===== src/rtl/seq_pattern_generator.sv =====
// Purpose  : serial bit-pattern transmitter feeding a sequence-detector input, one bit per clock,
//            with programmable repeat count and idle gap cycles between repetitions.
// Latency  : start sampled at edge N -> LOAD after edge N -> first bit after edge N+1; all outputs registered.
// Backpres.: none; start is ignored while busy (no queueing), abort returns to IDLE immediately.
//
// Ports:
//   clock, resetn          rising-edge clock, synchronous active-low reset
//   start_i, abort_i       start request (IDLE only), abort (priority over start)
//   pattern_i              bits to send, bit length-1 first (MSB-first)
//   length_i               bits per repetition (clamped to MAX_LEN, 0 = ignore start)
//   repeat_i, gap_i        extra repetitions, idle cycles between repetitions
//   w_out_o, w_valid_o     serial bit and its qualifier (w_out_o is 0 when not valid)
//   busy_o, done_o         transfer in progress, one-cycle completion pulse
//   state_o                current FSM state code for LED display
module seq_pattern_generator #(
    parameter int MAX_LEN = 8,
    parameter int LEN_W   = 4
) (
    input  logic               clock,
    input  logic               resetn,
    input  logic               start_i,
    input  logic               abort_i,
    input  logic [MAX_LEN-1:0] pattern_i,
    input  logic [LEN_W-1:0]   length_i,
    input  logic [LEN_W-1:0]   repeat_i,
    input  logic [LEN_W-1:0]   gap_i,
    output logic               w_out_o,
    output logic               w_valid_o,
    output logic               busy_o,
    output logic               done_o,
    output logic [2:0]         state_o
);

    localparam int IDX_W = (MAX_LEN > 1) ? $clog2(MAX_LEN) : 1;
    localparam logic [LEN_W-1:0] MAX_LEN_L = LEN_W'(MAX_LEN);

    typedef enum logic [2:0] {
        S_IDLE = 3'd0,
        S_LOAD = 3'd1,
        S_SEND = 3'd2,
        S_GAP  = 3'd3,
        S_DONE = 3'd4
    } state_t;

    state_t             state_q, state_d;
    logic [MAX_LEN-1:0] pat_q, pat_d;
    logic [LEN_W-1:0]   len_q, len_d;
    logic [LEN_W-1:0]   gap_q, gap_d;
    logic [LEN_W-1:0]   rep_q, rep_d;
    logic [LEN_W-1:0]   gcnt_q, gcnt_d;
    logic [IDX_W-1:0]   idx_q, idx_d;
    logic               w_out_q, w_out_d;
    logic               w_valid_q, w_valid_d;
    logic               busy_q, busy_d;
    logic               done_q, done_d;

    logic [LEN_W-1:0]   len_clamp;
    logic [IDX_W-1:0]   len_m1;
    logic [IDX_W-1:0]   idx_dec;

    assign len_clamp = (length_i > MAX_LEN_L) ? MAX_LEN_L : length_i;
    // len_q is never 0 once latched, so len_q-1 always fits the index width.
    assign len_m1    = IDX_W'(len_q - LEN_W'(1));
    assign idx_dec   = idx_q - IDX_W'(1);

    // idx_q holds the index of the bit currently on the line while in SEND;
    // each branch that lands in SEND also computes the bit to present next cycle.
    always_comb begin
        state_d   = state_q;
        pat_d     = pat_q;
        len_d     = len_q;
        gap_d     = gap_q;
        rep_d     = rep_q;
        gcnt_d    = gcnt_q;
        idx_d     = idx_q;
        w_out_d   = 1'b0;

        case (state_q)
            S_IDLE: begin
                // Config is captured on the accepting edge so it is stable
                // throughout LOAD and unaffected by later input changes.
                if (start_i && !abort_i && (length_i != '0)) begin
                    state_d = S_LOAD;
                    pat_d   = pattern_i;
                    len_d   = len_clamp;
                    gap_d   = gap_i;
                    rep_d   = repeat_i;
                    gcnt_d  = '0;
                end
            end
            S_LOAD: begin
                state_d = S_SEND;
                idx_d   = len_m1;
                w_out_d = pat_q[len_m1];
            end
            S_SEND: begin
                if (idx_q != '0) begin
                    idx_d   = idx_dec;
                    w_out_d = pat_q[idx_dec];
                end else if (rep_q == '0) begin
                    state_d = S_DONE;
                end else begin
                    rep_d = rep_q - LEN_W'(1);
                    if (gap_q != '0) begin
                        state_d = S_GAP;
                        gcnt_d  = gap_q;
                    end else begin
                        // Back-to-back repetition: no bubble between last and first bit.
                        idx_d   = len_m1;
                        w_out_d = pat_q[len_m1];
                    end
                end
            end
            S_GAP: begin
                if (gcnt_q <= LEN_W'(1)) begin
                    state_d = S_SEND;
                    gcnt_d  = '0;
                    idx_d   = len_m1;
                    w_out_d = pat_q[len_m1];
                end else begin
                    gcnt_d = gcnt_q - LEN_W'(1);
                end
            end
            S_DONE: begin
                state_d = S_IDLE;
            end
            default: begin
                state_d = S_IDLE;
            end
        endcase

        if (abort_i && (state_q != S_IDLE)) begin
            state_d = S_IDLE;
            w_out_d = 1'b0;
        end

        w_valid_d = (state_d == S_SEND);
        busy_d    = (state_d != S_IDLE);
        done_d    = (state_d == S_DONE);
    end

    always_ff @(posedge clock) begin
        if (!resetn) begin
            state_q   <= S_IDLE;
            pat_q     <= '0;
            len_q     <= '0;
            gap_q     <= '0;
            rep_q     <= '0;
            gcnt_q    <= '0;
            idx_q     <= '0;
            w_out_q   <= 1'b0;
            w_valid_q <= 1'b0;
            busy_q    <= 1'b0;
            done_q    <= 1'b0;
        end else begin
            state_q   <= state_d;
            pat_q     <= pat_d;
            len_q     <= len_d;
            gap_q     <= gap_d;
            rep_q     <= rep_d;
            gcnt_q    <= gcnt_d;
            idx_q     <= idx_d;
            w_out_q   <= w_out_d;
            w_valid_q <= w_valid_d;
            busy_q    <= busy_d;
            done_q    <= done_d;
        end
    end

    assign w_out_o   = w_out_q;
    assign w_valid_o = w_valid_q;
    assign busy_o    = busy_q;
    assign done_o    = done_q;
    assign state_o   = state_q;

endmodule


===== config.mk =====
export PLATFORM = sky130hd
export DESIGN_NAME = seq_pattern_generator
export DESIGN_NICKNAME = d
export VERILOG_FILES = /design/src/rtl/seq_pattern_generator.sv
export SDC_FILE = /design/constraint.sdc
export NUM_CORES = 1
export LEC_CHECK = 0
export CORE_MARGIN = 8
export CORE_UTILIZATION = 47
export CTS_CLUSTER_SIZE = 14
export DETAILED_ROUTE_END_ITERATION = 8
export PLACE_DENSITY = 0.74
export SYNTH_ARGS = -nofsm -noshare
export SYNTH_HDL_FRONTEND = slang
export SYNTH_SLANG_ARGS = --single-unit

===== constraint.sdc =====
create_clock -name clock -period 1.9 [get_ports clock]
set_input_delay 0.19 -clock clock [delete_from_list [all_inputs] [get_ports clock]]
set_output_delay 0.19 -clock clock [all_outputs]
set_load 0.02 [all_outputs]

==> flow_summary.ini <==
[status]
status = complete, no violations

[logic_synthesis]
yosysUniqueCellTypes = 50
synth_fa_ha_area_frac = 0.0412
synth_nets = 233
syn_area_per_cell_um2 = 8.97
synth_top_family_by_area = simple AND/OR/NAND/NOR gates
yosysMostFrequentCell = dfxtp_1
ys.flop_type = dfxtp_1
yosysTopAreaCellShare = 0.363
seq_area_frac_synth = 0.363
syn_inst = 203
ys_warn_count = 0
synth_common_cells = dfxtp_1, nor2_1, mux2i_1
synth_compound_area_frac = 0.185
synth_top_area_cell = dfxtp_1
ys_seq_elements = 33
synth_edf_count = 0
synth.area.top_cells = dfxtp_1, mux2i_1, nor2_1
yosys.area_share.simple = 0.211
async_flop_share = 0
synth_mux_area_frac = 0.137
synthXorXnorAreaFrac = 0.0144
synth_area_um2 = 1820

[route]
wl_um = 4280
vias = 1650
drt_pass1_iterations = 4
vias_per_cell = 5.52
ant_nets = 0
drc = 0
drt_iter0_drc = 139
avgRoutedWirePerCell_um = 14.3

[final_layout]
drive_gt1_frac = 0.155
nets = 280
fin_util = 0.649
antenna_cells = 0
syn2layout_area_growth_pct = 31.3
fillers = 325

[critical_path]
end_kind = flop
cp_max_fo = 6
cp.arrival_ns = 2.00
critPathLaunchType = flop
path_class = flop to flop
cp.required_ns = 2.08

[clock_network]
cts_buffers = 5
cts_hold_buf = 0
clk_latency_ns = 0.29
cts_max_level = 2
cts_sinks = 33
clockRootBuffer = clkbuf_8
cts.reportedPaths.clkPinSlew_ns = 0.07
clk_path_buf_depth = 2
cts_tree = done

[sta]
max-slew-margin-rel = 0.675
final_max_slew_viol_count = 0
fmax_mhz = 549
min_period_ns = 1.82
fin_skew_ns = 0.00609
setup_viol = 0
fin_ws_ns = 0.0777
tightest_slew_ns = 0.484
rsz0062_at_grt = no
setup_tns_ns = 0
fin_crit_sh = 0.959
hold_viol_final = 0

[global_route]
track_usage = 0.148
grt_pass1_wl_um = 7320
grt_pass1_vias = 1603
grt-ovfl-total = 0
grt_antenna_before_repair = 0
grt_max_degree = 23

[floorplan]
dieArea_um2 = 6120
fp.dieH_um = 78.3
rows = 22
initial_utilization = 0.494
core_area_um2 = 3690
io-pin-count = 31
fp.dieW_um = 78.3

[pwr]
switching_share = 0.268
clkPwrFrac = 0.323
power_density_nw_per_um2 = 658
internal-power_w = 0.00115
vdd_drop_max_uv = 463
p_comb_frac = 0.206
sequentialPowerShare = 0.471
leakage_nw = 0.913
switchingPower_w = 0.000421

[hold_path]
hold_class = flop to flop

[placement]
hpwl_um = 3260
dp_slack_ns = -0.0711
io_buffer_count = 30
gp_congestion = 0.855

[flow_run]
maxCapViolations = 0
[per-layer routing]
| layer | vias to the layer above | wire length (µm) | track usage |
|---|---|---|---|
| met5 | - | 0 | 0 |
| met4 | 0 | 89 | 0.0667 |
| met3 | 8 | 207 | 0.0501 |
| met2 | 40 | 2060 | 0.229 |
| met1 | 775 | 1930 | 0.181 |
| li1 | 827 | - | - |
[placed cells by master, fill, tap and decap left out, drive strengths merged, types with 3 or more instances in the layout]
cell type and instances:
clkbuf 8, a31oi 3, nor3 3, nor2 28
a211o 4, buf 19, nand3 3, nand2 11
clkdlybuf4s50 30, mux2i 17, a21oi 11, inv 13
mux2 3, nand3b 3, ha 6, dfxtp 33
o21a 3, a32o 3, nor4 4, nand2b 6
o21ai 5, o31ai 3, nor2b 3
[critical path, cell delays in order, from the launching register on]
cell and delay (ns):
dfxtp_1 0.37, inv_1 0.06, ha_1 0.22, or3b_1 0.22, nand3_1 0.11, a211o_4 0.38
buf_4 0.15, a21oi_1 0.13, o22ai_1 0.08
[cells by family (layout without fill, tap and decap cells)]
group / Yosys count / after routing
buffers and inverters: 22 / 70
flip-flops: 33 / 33
AO/OA/AOI/OAI: 47 / 47
XOR/XNOR: 3 / 3
multiplexers: 22 / 22
AND/OR/NAND/NOR: 70 / 70
adder cells (fa/ha/maj): 6 / 6
[final cells by class]
type                            count  area, µm²  area share
Tap cell                           48       60.1      0.0251
Clock buffer                        8       80.1      0.0335
Inverter                           13       48.8      0.0204
Sequential cell                    33        661       0.276
Multi-Input combinational cell    148       1090       0.454
Timing Repair Buffer               49        455       0.190
[registers in the layout, summed over array words and instances (netlist names)]
signal     count
pat_q          8
gap_q          4
gcnt_q         4
rep_q          4
idx_q          3
len_q          3
state_o        3
busy_o         1
done_o         1
w_out_o        1
w_valid_o      1
[timing repair]
| item | CTS | global route |
|---|---|---|
| buffers inserted | 0 | 0 |
| endpoints found under the setup margin | 0 | 8 |
| gates resized for setup | 0 | 2 |
[path summary, 6_finish.rpt]
kind,from,end,slack [ns],depth (start not counted)
worst min register to register,len_q[1],len_q[1],0.48,2
worst max-delay path,rep_q[0],rep_q[3],0.08,8
worst min-delay path,len_q[1],len_q[1],0.48,2
worst max register to register,rep_q[0],rep_q[3],0.08,8
[power groups by stage]
stage | Clock (W) | Combinational, W | Sequential [W]
global placement | 0 | 0.000314 | 0.000756
floorplan | 0 | 0.000183 | 0.000756
finish | 0.000508 | 0.000324 | 0.000742
CTS | 0.000515 | 0.000320 | 0.000741
global route | 0.000553 | 0.000356 | 0.000746
detailed placement | 0 | 0.000319 | 0.000757
[per-stage QoR]
| stage | std cells | hold WS (ns) | instance area [µm²] | power (W) |
|---|---|---|---|---|
| 4_1_cts | 299 | 0.488 | 2380 | 0.00158 |
| 3_3_place_gp | 291 | 0.458 | 2300 | 0.00107 |
| 3_5_place_dp | 291 | 0.474 | 2300 | 0.00108 |
| 6_report | 299 | 0.485 | 2390 | 0.00157 |
| 2_1_floorplan | 203 | 0.267 | 1820 | 0.000940 |
| 5_1_grt | 299 | 0.520 | 2390 | 0.00165 |
Note: power is estimated with default switching activity, not from simulation.
